$ cat src/rtl/time_set_pkg.sv
// Shared constants and helpers for keypad time entry.
package time_set_pkg;

    localparam logic [3:0] KEY_CANCEL = 4'hA;
    localparam logic [3:0] KEY_ENTER  = 4'hB;

    localparam int TIMEOUT = 1000;
    localparam int TIMER_W = $clog2(TIMEOUT);

    localparam logic [3:0] LIMIT_H10      = 4'd2;
    localparam logic [3:0] LIMIT_H1       = 4'd9;
    localparam logic [3:0] LIMIT_H1_AT_20 = 4'd3;
    localparam logic [3:0] LIMIT_M10      = 4'd5;
    localparam logic [3:0] LIMIT_M1       = 4'd9;
    localparam logic [3:0] LIMIT_S10      = 4'd5;
    localparam logic [3:0] LIMIT_S1       = 4'd9;

    typedef enum logic [1:0] {
        ST_IDLE  = 2'd0,
        ST_ENTRY = 2'd1,
        ST_LOAD  = 2'd2
    } state_t;

    // Largest digit allowed at a position; the hour-ones limit depends on H10.
    function automatic logic [3:0] digitLimit(input logic [2:0] pos, input logic [3:0] h10);
        logic [3:0] limit;
        case (pos)
            3'd0:    limit = LIMIT_H10;
            3'd1:    limit = (h10 == 4'd2) ? LIMIT_H1_AT_20 : LIMIT_H1;
            3'd2:    limit = LIMIT_M10;
            3'd3:    limit = LIMIT_M1;
            3'd4:    limit = LIMIT_S10;
            default: limit = LIMIT_S1;
        endcase
        return limit;
    endfunction

endpackage

$ cat src/rtl/time_set_if.sv
// Keypad-side and counter-side signals of the time entry block.
interface time_set_if;
    logic        i_start;
    logic        i_keyValid;
    logic [3:0]  i_keyCode;
    logic [6:0]  o_setHour;
    logic [6:0]  o_setMin;
    logic [6:0]  o_setSec;
    logic        o_load;
    logic        o_busy;
    logic        o_err;
    logic [2:0]  o_digitPos;
    logic [23:0] o_entry;

    modport master (
        output i_start, i_keyValid, i_keyCode,
        input  o_setHour, o_setMin, o_setSec, o_load, o_busy, o_err, o_digitPos, o_entry
    );

    modport slave (
        input  i_start, i_keyValid, i_keyCode,
        output o_setHour, o_setMin, o_setSec, o_load, o_busy, o_err, o_digitPos, o_entry
    );
endinterface

$ cat src/rtl/time_set_bcd_merge.sv
// Combines a BCD tens/ones pair into a 7-bit binary value (max 59).
module bcd_merge (
    input  logic [3:0] i_tens,
    input  logic [3:0] i_ones,
    output logic [6:0] o_value
);
    assign o_value = (7'(i_tens) * 7'd10) + 7'(i_ones);
endmodule

$ cat src/rtl/time_set.sv
// Keypad time-entry FSM: collects HHMMSS digits, validates them and loads the time counter.
module time_set
    import time_set_pkg::*;
(
    input  logic       i_clk,
    input  logic       i_reset,
    time_set_if.slave  bus
);

    state_t               r_state, w_nextState;
    logic [TIMER_W-1:0]   r_timer, w_timer;
    logic [23:0]          r_entry, w_entry;
    logic [2:0]           r_digitPos, w_digitPos;
    logic [6:0]           r_setHour, r_setMin, r_setSec;
    logic [6:0]           w_setHour, w_setMin, w_setSec;
    logic                 r_load, w_load;
    logic                 r_busy, w_busy;
    logic                 r_err, w_err;
    logic [4:0]           w_shift;
    logic [6:0]           w_hourBin, w_minBin, w_secBin;

    bcd_merge u_mergeHour (.i_tens(r_entry[23:20]), .i_ones(r_entry[19:16]), .o_value(w_hourBin));
    bcd_merge u_mergeMin  (.i_tens(r_entry[15:12]), .i_ones(r_entry[11:8]),  .o_value(w_minBin));
    bcd_merge u_mergeSec  (.i_tens(r_entry[7:4]),   .i_ones(r_entry[3:0]),   .o_value(w_secBin));

    always_ff @(posedge i_clk) begin
        if (i_reset) begin
            r_state    <= ST_IDLE;
            r_timer    <= '0;
            r_entry    <= '0;
            r_digitPos <= '0;
            r_setHour  <= '0;
            r_setMin   <= '0;
            r_setSec   <= '0;
            r_load     <= 1'b0;
            r_busy     <= 1'b0;
            r_err      <= 1'b0;
        end else begin
            r_state    <= w_nextState;
            r_timer    <= w_timer;
            r_entry    <= w_entry;
            r_digitPos <= w_digitPos;
            r_setHour  <= w_setHour;
            r_setMin   <= w_setMin;
            r_setSec   <= w_setSec;
            r_load     <= w_load;
            r_busy     <= w_busy;
            r_err      <= w_err;
        end
    end

    always_comb begin
        w_nextState = r_state;
        w_timer     = r_timer;
        w_entry     = r_entry;
        w_digitPos  = r_digitPos;
        w_setHour   = r_setHour;
        w_setMin    = r_setMin;
        w_setSec    = r_setSec;
        w_load      = 1'b0;
        w_err       = 1'b0;
        w_shift     = {2'b00, 3'd5 - r_digitPos} << 2;

        case (r_state)
            ST_IDLE: begin
                if (bus.i_start) begin
                    w_nextState = ST_ENTRY;
                    w_timer     = '0;
                    w_entry     = '0;
                    w_digitPos  = '0;
                end
            end
            ST_ENTRY: begin
                // START wins over any key arriving in the same cycle.
                if (bus.i_start) begin
                    w_timer    = '0;
                    w_entry    = '0;
                    w_digitPos = '0;
                end else if (bus.i_keyValid) begin
                    w_timer = '0;
                    if (bus.i_keyCode <= 4'd9) begin
                        if (r_digitPos == 3'd6) begin
                            w_err = 1'b1;
                        end else if (bus.i_keyCode <= digitLimit(r_digitPos, r_entry[23:20])) begin
                            w_entry    = r_entry | ({20'b0, bus.i_keyCode} << w_shift);
                            w_digitPos = r_digitPos + 3'd1;
                        end else begin
                            w_err = 1'b1;
                        end
                    end else if (bus.i_keyCode == KEY_CANCEL) begin
                        w_nextState = ST_IDLE;
                    end else if (bus.i_keyCode == KEY_ENTER) begin
                        if (r_digitPos == 3'd6) begin
                            w_nextState = ST_LOAD;
                            w_load      = 1'b1;
                            w_setHour   = w_hourBin;
                            w_setMin    = w_minBin;
                            w_setSec    = w_secBin;
                        end else begin
                            w_err = 1'b1;
                        end
                    end
                end else if (r_timer == TIMER_W'(TIMEOUT - 1)) begin
                    w_err       = 1'b1;
                    w_nextState = ST_IDLE;
                end else begin
                    w_timer = r_timer + 1'b1;
                end
            end
            ST_LOAD: begin
                w_nextState = ST_IDLE;
            end
            default: begin
                w_nextState = ST_IDLE;
            end
        endcase

        w_busy = (w_nextState != ST_IDLE);
    end

    assign bus.o_setHour  = r_setHour;
    assign bus.o_setMin   = r_setMin;
    assign bus.o_setSec   = r_setSec;
    assign bus.o_load     = r_load;
    assign bus.o_busy     = r_busy;
    assign bus.o_err      = r_err;
    assign bus.o_digitPos = r_digitPos;
    assign bus.o_entry    = r_entry;

endmodule

$ cat src/flat_wrapper.sv
// flat-port wrapper written by rule: the top's interface ports become plain ports
module time_set_flat import time_set_pkg::*;
  (i_clk, i_reset, bus_i_start, bus_i_keyValid, bus_i_keyCode, bus_o_setHour, bus_o_setMin, bus_o_setSec, bus_o_load, bus_o_busy, bus_o_err, bus_o_digitPos, bus_o_entry);
  time_set_if bus_i ();
  input  logic i_clk;
  input  logic i_reset;
  input wire logic [$bits(bus_i.i_start)-1:0] bus_i_start;
  input wire logic [$bits(bus_i.i_keyValid)-1:0] bus_i_keyValid;
  input wire logic [$bits(bus_i.i_keyCode)-1:0] bus_i_keyCode;
  output wire logic [$bits(bus_i.o_setHour)-1:0] bus_o_setHour;
  output wire logic [$bits(bus_i.o_setMin)-1:0] bus_o_setMin;
  output wire logic [$bits(bus_i.o_setSec)-1:0] bus_o_setSec;
  output wire logic [$bits(bus_i.o_load)-1:0] bus_o_load;
  output wire logic [$bits(bus_i.o_busy)-1:0] bus_o_busy;
  output wire logic [$bits(bus_i.o_err)-1:0] bus_o_err;
  output wire logic [$bits(bus_i.o_digitPos)-1:0] bus_o_digitPos;
  output wire logic [$bits(bus_i.o_entry)-1:0] bus_o_entry;
  assign bus_i.i_start = bus_i_start;
  assign bus_i.i_keyValid = bus_i_keyValid;
  assign bus_i.i_keyCode = bus_i_keyCode;
  assign bus_o_setHour = bus_i.o_setHour;
  assign bus_o_setMin = bus_i.o_setMin;
  assign bus_o_setSec = bus_i.o_setSec;
  assign bus_o_load = bus_i.o_load;
  assign bus_o_busy = bus_i.o_busy;
  assign bus_o_err = bus_i.o_err;
  assign bus_o_digitPos = bus_i.o_digitPos;
  assign bus_o_entry = bus_i.o_entry;
  time_set u_core (.i_clk(i_clk), .i_reset(i_reset), .bus(bus_i));
endmodule
$ cat config.mk
export PLATFORM = sky130hd
export DESIGN_NAME = time_set_flat
export DESIGN_NICKNAME = d
export VERILOG_FILES = /design/src/rtl/time_set_pkg.sv /design/src/rtl/time_set_if.sv /design/src/rtl/time_set_bcd_merge.sv /design/src/rtl/time_set.sv /design/src/flat_wrapper.sv
export SDC_FILE = /design/constraint.sdc
export NUM_CORES = 1
export LEC_CHECK = 0
export BUFFER_PORTS_ARGS = -buffer_cell sky130_fd_sc_hd__buf_2
export CORE_MARGIN = 8
export CORE_UTILIZATION = 60
export DETAILED_ROUTE_END_ITERATION = 8
export PLACE_DENSITY = 0.9
export REMOVE_ABC_BUFFERS = 1
export SETUP_SLACK_MARGIN = 0.15
export SLEW_MARGIN = 20
export SYNTH_ARGS = -nofsm -noshare
export SYNTH_HDL_FRONTEND = slang
export SYNTH_SLANG_ARGS = --single-unit
$ cat constraint.sdc
create_clock -name i_clk -period 6.26 [get_ports i_clk]
set_input_delay 0.626 -clock i_clk [delete_from_list [all_inputs] [get_ports i_clk]]
set_output_delay 0.626 -clock i_clk [all_outputs]
set_load 0.005 [all_outputs]
==> Implementation_results.wiki, run 1 <==
{| class="wikitable"
! Metric !! Value
|-
| Most area-consuming cells after synthesis || sky130_fd_sc_hd__dfxtp_1 39%, sky130_fd_sc_hd__ha_1 10%, sky130_fd_sc_hd__a32o_1 6.1%, sky130_fd_sc_hd__nand2_1 4.4%, sky130_fd_sc_hd__fa_1 3.7%
|-
| Portion of the clock cycle consumed by the worst path in the final layout || 56.6%
|-
| Layout Nets || roughly 430
|-
| Final Util || a little over two thirds
|-
| Fraction of registers with async set or reset after synthesis || 0%
|-
| Clock insertion delay at the later pin of the skew report || 340 ps
|-
| Startpoint of the most critical hold path || u_core.bus.o_setMin[4]
|-
| Weighted congestion reported at the end of routability-driven placement || about 0.9
|-
| GRT met1 Usage || 21.0%
|-
| Maximum number of pins on one net before global-route repair || 35
|-
| Hold Fails Final Rpt || 0
|-
| Grt met3 use || under 10%
|-
| DR vias/cell || between 5 and 6
|-
| Global-route wire length before repair || roughly 13000 um
|-
| Startpoint of the worst register-to-register path || u_core.bus.o_digitPos[0]
|-
| Worst max-slew margin expressed relative to the limit || between 40% and 50%
|-
| Number of standard cells after synthesis || between 300 and 400
|-
| Starting Density || 60.8%
|-
| Setup-violating endpoint count in the final report || 0
|-
| Estimated wirelength of the detail-placed design || 5610 um
|-
| Ratio of cells with drive above 1 in the final layout || a little over a fifth
|-
| Area growth, synth to finish || 15.5%
|-
| Clock-pin slew on the worst setup and hold paths || 70 ps
|-
| Worst hold slack || between 400 and 500 ps
|-
| FF+latch count, synth || 63
|-
| Type of the worst min-delay path || flip-flop to flip-flop
|-
| Number of DRC markers in iteration 0 || approximately 220
|-
| Post-cts gate resize count || 0
|-
| Total iterations of the first detailed-routing run || 4
|-
| Clock Tree Buf Depth || 2
|-
| Total I/O pin count || between 50 and 60
|-
| Slew at the pin with the worst max-slew slack || ~760 ps
|-
| Total via count after detailed routing || between 2000 and 3000
|-
| Overall die height || 89.8 um
|-
| Detailed-route wire length per cell || around 17 um
|-
| Max-slew violation count || 0
|-
| Crit Path Max Fanout || 13
|-
| Peak per-stage delay on the critical path || about 670 ps
|-
| Residual DRC || 0
|-
| Post-Syn Area || ~3300 sq um
|-
| CP top delay family || compound AO/OA/AOI/OAI gates
|-
| Total number of H-tree levels || 3
|-
| Number of buffers inserted during clock tree synthesis || 9
|-
| Number of post-CTS setup repair buffers || 0
|-
| Row cnt || 27
|-
| Kind of end point of the critical path || flip-flop
|-
| Kind of start point of the critical path || flip-flop
|-
| Worst-case vdd ir drop || 153 uV
|-
| Most area-hungry cell type in the Yosys netlist || sky130_fd_sc_hd__dfxtp_1
|-
| Synth Flop Type || sky130_fd_sc_hd__dfxtp_1
|-
| RSZ-0062 raised after global routing || false
|-
| Register area share after synthesis || between 30 and 40%
|-
| Number of synthesized flops with an enable pin || 0
|-
| Number of global-route vias before repair || ~2800
|-
| Most frequent cell after synthesis || sky130_fd_sc_hd__dfxtp_1
|-
| Count of warnings emitted by yosys || 0
|-
| Lkg Pwr || approximately 1.6 nW
|-
| Initial antenna violation count || 0
|-
| Ordered list of cells on the worst path || inv_1, ha_1, nor2_1, nor2_1, o32a_1, ha_1, a21o_1, a221oi_1, a31oi_1, nor4_1, a22o_1
|-
| Final critical-path setup slack || roughly 2700 ps
|-
| TNS Setup || 0 ps
|-
| Global Route met2 Usage || approximately a third
|-
| Core region area || ~5400 sq um
|-
| Worst path buffer plus inverter count || 1
|-
| Crit path max-delay cell type || sky130_fd_sc_hd__nor4_1
|-
| Data arrival time of the critical path || ~3800 ps
|-
| Root buf cell || sky130_fd_sc_hd__clkbuf_8
|-
| Proportion of netlist area held by the largest area contributor || 38.6%
|-
| Achievable Freq || approximately 280 MHz
|-
| Outcome || completed
|-
| Post-Synthesis Mean Instance Area || around 9.5 sq um
|-
| Diodes inserted || 0
|-
| Synth top cells by count || 63 x sky130_fd_sc_hd__dfxtp_1, 38 x sky130_fd_sc_hd__nand2_1, 27 x sky130_fd_sc_hd__ha_1
|-
| Clock tree from TritonCTS || built
|-
| Post-placement setup slack || ~2900 ps
|-
| Number of antenna-violating nets in the routed design || 0
|-
| Die X-Extent || ~90 um
|-
| Busiest layer in global routing || met2
|-
| Count of unique library cells instantiated by Yosys || 52
|-
| Max-cap check violation count || 0
|-
| Grt total ovfl || 0
|-
| Die Area || just over 8000 sq um
|-
| Sum of internal, switching and leakage power || 0.887 mW
|-
| Required time of the worst setup path || between 6000 and 7000 ps
|-
| WS Path Type || flip-flop to flip-flop
|-
| Num Clock Sinks || 63
|-
| Clock period minus final worst setup slack || 3540 ps
|-
| Aggregate global-route resource usage || roughly a fifth
|-
| CTS Hold Bufs || 0
|-
| Worst clock skew || 4.16 ps
|-
| Ratio of total power to cell area || roughly 240 nW/um^2
|-
| Worst setup path start || u_core.bus.o_digitPos[0]
|-
| Port bufs || 58
|-
| Routed Wire Length || slightly below 8000 um
|}
[worst paths after layout]
kind              slack [ps]  cells after the start                     end
hold reg to reg          450                      2  u_core.bus.o_setMin[4]
setup / recovery        2720                     11  u_core.bus.o_entry[12]
setup reg to reg        2720                     11  u_core.bus.o_entry[12]
hold / removal           450                      2  u_core.bus.o_setMin[4]
[per-stage QoR]
step | instances | area [sq um]
2_1_floorplan | 320 | 3120
3_3_place_gp | 452 | 3530
3_5_place_dp | 452 | 3530
4_1_cts | 468 | 3770
5_1_grt | 468 | 3770
6_report | 468 | 3770
[metal layers]
metal	share of wire [%]	up-vias
li1	-	1342
met1	40	1299
met2	51	98
met3	7.5	13
met4	1.2	0
met5	0	-
[cell type report]
type	count	area, sq um
clock buffers	10	138
clock inverters	6	108
fillers	414	1600
inverters	14	52.6
multi-input cells	243	1820
flip-flops and latches	63	1260
well taps	72	90.1
repair buffers	60	305
[cell families (layout without fill, tap and decap cells)]
logic type,after synthesis,after routing,share of synthesized area (%)
buffers and inverters,37,90,5.98
AOI/OAI and AO/OA,85,85,19.1
adders and majority gates,33,33,14.0
muxes,1,1,0.307
xor gates and xnor gates,18,18,4.83
DFF,63,63,38.6
and+or+nand+nor,106,106,17.1
[worst min-delay path, delay by kind of cell, from the launching register on]
kind	cells	cell delay (ps)
DFF	1	310
AOI/OAI and AO/OA	1	50
and+or+nand+nor	1	50
[flip-flops by register name, summed over array words and instances (netlist names)]
register,flops
u_core.bus.o_entry,24
u_core.r_timer,10
u_core.bus.o_setHour,7
u_core.bus.o_setMin,7
u_core.bus.o_setSec,7
u_core.bus.o_digitPos,3
u_core.r_state,2
u_core.bus.o_busy,1
u_core.bus.o_err,1
u_core.bus.o_load,1
[cell usage in the layout, fill, tap and decap left out, drive strengths merged, types with 10 or more instances in the layout]
cell type and instances:
dfxtp 63, nor2 21, a21oi 23, inv 14
nand2 38, ha 27, buf 60, clkbuf 10
a32o 20
[where the power goes]
group / switching (mW) / internal [mW] / total [mW]
registers: 0.00315 / 0.403 / 0.406
logic: 0.0318 / 0.0156 / 0.0474
clock network: 0.160 / 0.274 / 0.434
No activity file was read; power rests on OpenSTA's default activity.
==> inputs of run 2 (changes only) <==
ABC_AREA = 1   (was unset)
CORE_UTILIZATION = 57   (was 60)
PLACE_DENSITY = 0.85   (was 0.9)
clock period = 3.5 ns   (was 6.26 ns; I/O delays follow)
==> Implementation_results.wiki, run 2 <==
{| class="wikitable"
! Metric !! Value
|-
| Number of synthesized flops with an enable pin || 0 (unchanged)
|-
| Achievable Freq || 330 MHz (+17%)
|-
| Required time of the worst setup path || 3750 ps (-2790 ps)
|-
| Most used cells in the layout excluding fill and tap cells || 105 x sky130_fd_sc_hd__nand2_1, 66 x sky130_fd_sc_hd__nor2_1, 63 x sky130_fd_sc_hd__dfxtp_1
|-
| Clock-pin slew on the worst setup and hold paths || 80 ps (about the same)
|-
| Grt total ovfl || 0 (unchanged)
|-
| Ratio of cells with drive above 1 in the final layout || 16.0% (-5.4 points)
|-
| Clock Tree Buf Depth || 2 (unchanged)
|-
| Detailed-route wire length per cell || 14.1 um (-16%)
|-
| Total via count after detailed routing || 3671 (+33%)
|-
| Max-cap check violation count || 0 (unchanged)
|-
| Worst max-slew margin expressed relative to the limit || 48.2% (-0.83 points)
|-
| Die Area || 9480 sq um (+18%)
|-
| Diodes inserted || 0 (unchanged)
|-
| Die X-Extent || 97.3 um (+8.4%)
|-
| Proportion of netlist area held by the largest area contributor || 33.4% (-5.2 points)
|-
| DR vias/cell || 5.54 (-5.8%)
|-
| Port bufs || 58 (unchanged)
|-
| Destination of the worst register-to-register timing path || u_core.bus.o_digitPos[0]
|-
| Max-slew violation count || 0 (unchanged)
|-
| Fraction of registers with async set or reset after synthesis || 0% (unchanged)
|-
| Number of DRC markers in iteration 0 || 328 (+47%)
|-
| Share of cell area taken by muxes after synthesis || 0% (-0.31 points)
|-
| Type of the worst min-delay path || input pin to flip-flop
|-
| Outcome || completed
|-
| Compound-Gate Fraction of Synth Area || 11.0% (-8.1 points)
|-
| Row cnt || 29 (+7.4%)
|-
| Kind of start point of the critical path || flip-flop
|-
| FF+latch count, synth || 63 (unchanged)
|-
| Number of post-CTS setup repair buffers || 0 (unchanged)
|-
| Area growth, synth to finish || 12.7%
|-
| Estimated wirelength of the detail-placed design || 6870 um (+22%)
|-
| Most area-consuming cells after synthesis || sky130_fd_sc_hd__dfxtp_1 33%, sky130_fd_sc_hd__nand2_1 10%, sky130_fd_sc_hd__ha_1 9.0%, sky130_fd_sc_hd__nor2_1 6.6%, sky130_fd_sc_hd__a21oi_1 6.4%
|-
| Total iterations of the first detailed-routing run || 5 (+1)
|-
| Worst setup path start || u_core.bus.o_digitPos[1]
|-
| Lkg Pwr || 1.98 nW (+22%)
|-
| Crit path max-delay cell type || sky130_fd_sc_hd__dfxtp_1
|-
| Worst hold path stage count || 3 (+1)
|-
| Most common cell after layout, fill and taps aside || sky130_fd_sc_hd__nand2_1
|-
| Worst clock skew || 7.92 ps (+3.77 ps)
|-
| Startpoint of the worst register-to-register path || u_core.bus.o_digitPos[1]
|-
| Register area share after synthesis || 33.4% (-5.2 points)
|-
| Residual DRC || 0 (unchanged)
|-
| Main combinational cell family by area after synthesis || simple AND/OR/NAND/NOR gates
|-
| Post-cts gate resize count || 0 (unchanged)
|-
| Clock period minus final worst setup slack || 3030 ps (-508 ps)
|-
| Most frequent cell after synthesis || sky130_fd_sc_hd__nand2_1
|-
| Post-Syn Area || 3770 sq um (+15%)
|-
| Number of flip-flops in the largest register || 24 (unchanged)
|-
| Crit Path Max Fanout || 15 (+2)
|-
| Adder-cell share of the synthesized area || 12.1% (-1.9 points)
|-
| Setup-violating endpoint count in the final report || 0 (unchanged)
|-
| Overall die height || 97.3 um (+8.4%)
|-
| Setup slack of the worst register-to-register path || 470 ps (-2250 ps)
|-
| Ratio of total power to cell area || 362 nW/um^2 (+54%)
|-
| Clock insertion delay at the later pin of the skew report || 350 ps (about the same)
|-
| Initial antenna violation count || 0 (unchanged)
|-
| Peak per-stage delay on the critical path || 640 ps (-30 ps)
|-
| Number of antenna-violating nets in the routed design || 0 (unchanged)
|-
| Kind of end point of the critical path || flip-flop
|-
| Maximum number of pins on one net before global-route repair || 31 (-11%)
|-
| Aggregate global-route resource usage || 20.2% (+0.77 points)
|-
| Routed Wire Length || 9370 um (+19%)
|-
| Hold Fails Final Rpt || 0 (unchanged)
|-
| Post-Synthesis Mean Instance Area || 7.06 sq um (-26%)
|-
| Synth top cells by count || 105 x sky130_fd_sc_hd__nand2_1, 66 x sky130_fd_sc_hd__nor2_1, 63 x sky130_fd_sc_hd__dfxtp_1
|-
| Global-route wire length before repair || 16200 um (+23%)
|-
| Clock tree from TritonCTS || built
|-
| Total number of H-tree levels || 3 (unchanged)
|-
| RSZ-0062 raised after global routing || false
|-
| Number of buffers inserted during clock tree synthesis || 9 (unchanged)
|-
| Core region area || 6390 sq um (+19%)
|-
| Worst hold slack || 303 ps (-147 ps)
|-
| Slew at the pin with the worst max-slew slack || 776 ps (+18.5 ps)
|-
| Number of cells traversed by the worst register-to-register path || 16 (+5)
|-
| WS Path Type || flip-flop to flip-flop
|-
| Number of global-route vias before repair || 3506 (+26%)
|-
| Worst-case vdd ir drop || 271 uV (+78%)
|-
| Weighted congestion reported at the end of routability-driven placement || 0.926 (+5.1%)
|-
| Total I/O pin count || 59 (unchanged)
|-
| Standard cell area after detailed placement || 4050 sq um (+15%)
|-
| Destination of the worst hold path || u_core.bus.o_err
|-
| Synth Flop Type || sky130_fd_sc_hd__dfxtp_1
|-
| Layout Nets || 622 (+44%)
|-
| TNS Setup || 0 ps (unchanged)
|-
| Data arrival time of the critical path || 3290 ps (-540 ps)
|-
| Top cell by count, worst path || sky130_fd_sc_hd__nand2_1
|-
| Count of unique library cells instantiated by Yosys || 27 (-48%)
|-
| Synthesized-area fraction occupied by xor and xnor cells || 3.48% (-1.3 points)
|-
| Portion of the clock cycle consumed by the worst path in the final layout || 86.7% (+30 points)
|-
| Cell area after layout || 4250 sq um (+13%)
|-
| Num Clock Sinks || 63 (unchanged)
|-
| Synthesized-area fraction occupied by and/or/nand/nor cells || 29.7% (+13 points)
|-
| Startpoint of the most critical hold path || bus_i_keyValid
|-
| Ordered list of cells on the worst path || inv_2, ha_1, inv_1, nor2_1, nand4_1, o21ai_0, ha_1, nand2_1, inv_1, nand2_1, nand2_1, nand3_2, nand3_2, nand2_1, nand2_1, nor2_1
|-
| CTS Hold Bufs || 0 (unchanged)
|-
| Count of warnings emitted by yosys || 0 (unchanged)
|-
| Most area-hungry cell type in the Yosys netlist || sky130_fd_sc_hd__dfxtp_1
|-
| Root buf cell || sky130_fd_sc_hd__clkbuf_8
|-
| Number of standard cells after synthesis || 534 (+56%)
|-
| Starting Density || 59.1% (-1.7 points)
|}
[run 2: through the flow]
stage	cells	total power, mW	setup WS (ps)	utilization (%)
CTS	663	1.54	562	66.5
finish	663	1.54	465	66.5
global placement	647	0.908	657	63.5
floorplan	508	0.858	917	-
detailed placement	647	0.912	584	63.5
global route	663	1.59	221	66.5
[run 2: where the power goes]
group          total (mW)  internal, mW  switching (mW)
registers           0.736         0.724          0.0122
clock network       0.639         0.328           0.311
logic               0.164        0.0498           0.114
total                1.54          1.10           0.437
[run 2: per-layer routing]
metal | routed length, um | up-vias | track usage, %
met4 | 218 | 0 | 8.04
met2 | 4310 | 143 | 33.2
met5 | 0 | - | 0
met1 | 4150 | 1672 | 24.3
li1 | - | 1832 | -
met3 | 693 | 24 | 5.62
[run 2: cell families (layout without fill, tap and decap cells)]
group / count (synthesis) / count (layout)
DFF: 63 / 63
AOI/OAI and AO/OA: 80 / 80
and+or+nand+nor: 250 / 250
xor gates and xnor gates: 15 / 15
adders and majority gates: 33 / 33
buffers and inverters: 93 / 145
[run 2: critical path: cells and delay by family (launching register included)]
| family | cells | cell delay (ps) |
|---|---|---|
| AO/OA/AOI/OAI | 1 | 130 |
| adder cells (fa/ha/maj) | 2 | 550 |
| buffers and inverters | 3 | 360 |
| flip-flops | 1 | 640 |
| AND/OR/NAND/NOR | 10 | 1260 |
[run 2: how the worst max path moves through the flow]
stage	cells past startpoint	endpoint	slack, ps
final	16	u_core.bus.o_digitPos[0]	470
after global routing	16	u_core.bus.o_entry[7]	220
after CTS	16	u_core.bus.o_digitPos[0]	560
after detailed placement	16	u_core.bus.o_digitPos[0]	580
after floorplan	17	u_core.bus.o_digitPos[0]	920
after global placement	16	u_core.bus.o_digitPos[0]	660
[run 2: cell type report]
class                   count  area, sq um
fillers                   573         2140
multi-input cells         378         2120
flip-flops and latches     63         1260
repair buffers             62          320
inverters                  67          251
clock buffers               9          124
well taps                  77         96.3
clock inverters             7         71.3
==> inputs of run 3 (changes only) <==
CORE_MARGIN = 4   (was 8)
==> Implementation_results.wiki, run 3 (same netlist as run 2, synthesis figures left out) <==
{| class="wikitable"
! Metric !! Value
|-
| Number of fill cells in the layout || 554 (-3.3%)
|-
| Clock period minus final worst setup slack || 3050 ps (+13.8 ps)
|-
| Overall die height || 89.3 um (-8.2%)
|-
| TNS Setup || 0 ps (unchanged)
|-
| Kind of end point of the critical path || flip-flop
|-
| Kind of start point of the critical path || flip-flop
|-
| Number of DRC markers in iteration 0 || 254 (-23%)
|-
| Ordered list of cells on the worst path || inv_2, ha_1, inv_1, nor2_1, nand4_1, o21ai_0, ha_1, nand2_1, inv_1, nand2_1, nand2_1, nand3_2, nand3_2, nand2_1, a21oi_1
|-
| Number of post-CTS setup repair buffers || 0 (unchanged)
|-
| Crit path max-delay cell type || sky130_fd_sc_hd__dfxtp_1
|-
| Worst clock skew || 12.4 ps (+4.46 ps)
|-
| RSZ-0062 raised after global routing || false
|-
| Lkg Pwr || 2.00 nW (+0.91%)
|-
| Ratio of total power to cell area || 392 nW/um^2 (+8.1%)
|-
| Max-slew violation count || 0 (unchanged)
|-
| Top cell by count, worst path || sky130_fd_sc_hd__nand2_1
|-
| Worst hold slack || 291 ps (-12.2 ps)
|-
| Maximum number of pins on one net before global-route repair || 31 (unchanged)
|-
| Estimated wirelength of the detail-placed design || 6730 um (-2.0%)
|-
| Most used cells in the layout excluding fill and tap cells || 105 x sky130_fd_sc_hd__nand2_1, 66 x sky130_fd_sc_hd__nor2_1, 63 x sky130_fd_sc_hd__dfxtp_1
|-
| Crit Path Max Fanout || 15 (unchanged)
|-
| DR vias/cell || 5.64 (+1.9%)
|-
| Port bufs || 58 (unchanged)
|-
| Initial antenna violation count || 0 (unchanged)
|-
| Detailed-route wire length per cell || 14.4 um (+2.0%)
|-
| Total number of H-tree levels || 3 (unchanged)
|-
| Most common cell after layout, fill and taps aside || sky130_fd_sc_hd__nand2_1
|-
| Row cnt || 29 (unchanged)
|-
| Slew at the pin with the worst max-slew slack || 819 ps (+43.4 ps)
|-
| Portion of the clock cycle consumed by the worst path in the final layout || 87.1% (+0.39 points)
|-
| Die Area || 7980 sq um (-16%)
|-
| Worst max-slew margin expressed relative to the limit || 45.3% (-2.9 points)
|-
| Outcome || completed
|-
| Achievable Freq || 328 MHz (-0.45%)
|-
| Total I/O pin count || 59 (unchanged)
|-
| CTS Hold Bufs || 0 (unchanged)
|-
| Type of the worst min-delay path || input pin to flip-flop
|-
| Layout Nets || 620 (-0.32%)
|-
| Root buf cell || sky130_fd_sc_hd__clkbuf_8
|-
| Diodes inserted || 0 (unchanged)
|-
| Grt total ovfl || 0 (unchanged)
|-
| Sum of internal, switching and leakage power || 1.68 mW (+9.0%)
|-
| Core region area || 6390 sq um (unchanged)
|-
| Clock Tree Buf Depth || 2 (unchanged)
|-
| Total via count after detailed routing || 3728 (+1.6%)
|-
| Data arrival time of the critical path || 3310 ps (+20 ps)
|-
| Max-cap check violation count || 0 (unchanged)
|-
| Number of buffers inserted during clock tree synthesis || 9 (unchanged)
|-
| Hold Fails Final Rpt || 0 (unchanged)
|-
| Number of flip-flops in the largest register || 24 (unchanged)
|-
| Number of antenna-violating nets in the routed design || 0 (unchanged)
|-
| Starting Density || 59.1% (unchanged)
|-
| Aggregate global-route resource usage || 24.7% (+4.5 points)
|-
| WS Path Type || flip-flop to flip-flop
|-
| Peak per-stage delay on the critical path || 640 ps (about the same)
|-
| Number of global-route vias before repair || 3565 (+1.7%)
|-
| Num Clock Sinks || 63 (unchanged)
|-
| Clock-pin slew on the worst setup and hold paths || 70 ps (about the same)
|-
| Setup-violating endpoint count in the final report || 0 (unchanged)
|-
| Clock tree from TritonCTS || built
|-
| Setup slack of the worst register-to-register path || 450 ps (about the same)
|-
| Global-route wire length before repair || 15400 um (-4.5%)
|-
| Total iterations of the first detailed-routing run || 5 (unchanged)
|-
| Post-cts gate resize count || 0 (unchanged)
|-
| Weighted congestion reported at the end of routability-driven placement || 0.948 (+2.3%)
|-
| Area growth, synth to finish || 13.6%
|-
| Routed Wire Length || 9520 um (+1.7%)
|-
| Clock insertion delay at the later pin of the skew report || 350 ps (about the same)
|-
| Required time of the worst setup path || 3770 ps (+20 ps)
|-
| Die X-Extent || 89.3 um (-8.2%)
|-
| Worst-case vdd ir drop || 238 uV (-12%)
|-
| Ratio of cells with drive above 1 in the final layout || 15.8% (-0.29 points)
|-
| Residual DRC || 0 (unchanged)
|}
==> run 3: cell count changes in the layout (fill, tap and decap cells not counted) <==
cell / before / now
sky130_fd_sc_hd__clkinv_4: 0 / 1
sky130_fd_sc_hd__clkinvlp_4: 3 / 1
sky130_fd_sc_hd__bufinv_16: 1 / 3
sky130_fd_sc_hd__clkinv_2: 2 / 1
sky130_fd_sc_hd__buf_4: 4 / 2
==> run 3: worst max-delay path: cells and delay by family (launching register included) <==
kind                     cells  cell delay, ps
flip-flops                   1             640
adder cells (fa/ha/maj)      2             540
AND/OR/NAND/NOR              8            1150
buffers and inverters        3             330
AO/OA/AOI/OAI                2             290
==> run 3: power breakdown <==
group | internal [mW] | switching (mW) | total (mW) | leakage, nW
Clock | 0.475 | 0.303 | 0.778 | 0.120
Sequential | 0.724 | 0.0126 | 0.736 | 0.509
Combinational | 0.0487 | 0.115 | 0.163 | 1.37
Total | 1.25 | 0.430 | 1.68 | 2.00
==> run 3: final cells by class <==
class                   instances  area [sq um]  area share, %
flip-flops and latches         63          1260           29.4
clock buffers                   9           124           2.89
repair buffers                 60           305           7.13
clock inverters                 7           120           2.80
multi-input cells             378          2120           49.6
well taps                      77          96.3           2.25
inverters                      67           251           5.87
==> run 3: metal layers <==
| layer | track usage (%) | wire (um) | vias to the layer above | part of all wire, % |
|---|---|---|---|---|
| met5 | 0 | 0 | - | 0 |
| met4 | 13.8 | 396 | 0 | 4.2 |
| met3 | 5.07 | 692 | 48 | 7.3 |
| met2 | 42.8 | 4600 | 165 | 48 |
| met1 | 28.1 | 3830 | 1684 | 40 |
| li1 | - | - | 1831 | - |
==> run 3: stage by stage <==
step	utilization (%)	cell area, sq um	instances	setup slack (ps)
after global placement	63.2	4040	645	727
after CTS	67.1	4280	661	556
after floorplan	-	3640	508	917
final	67.1	4280	661	452
after detailed placement	63.2	4040	645	596
after global routing	67.1	4280	661	171
==> run 3: path summary, 6_finish.rpt <==
| kind | from | endpoint | cells after the start |
|---|---|---|---|
| max | u_core.bus.o_digitPos[1] | u_core.bus.o_entry[1] | 15 |
| min | bus_i_keyValid | u_core.bus.o_err | 3 |
| max reg2reg | u_core.bus.o_digitPos[1] | u_core.bus.o_entry[1] | 15 |
| min reg2reg | u_core.bus.o_setHour[3] | u_core.bus.o_setHour[3] | 2 |
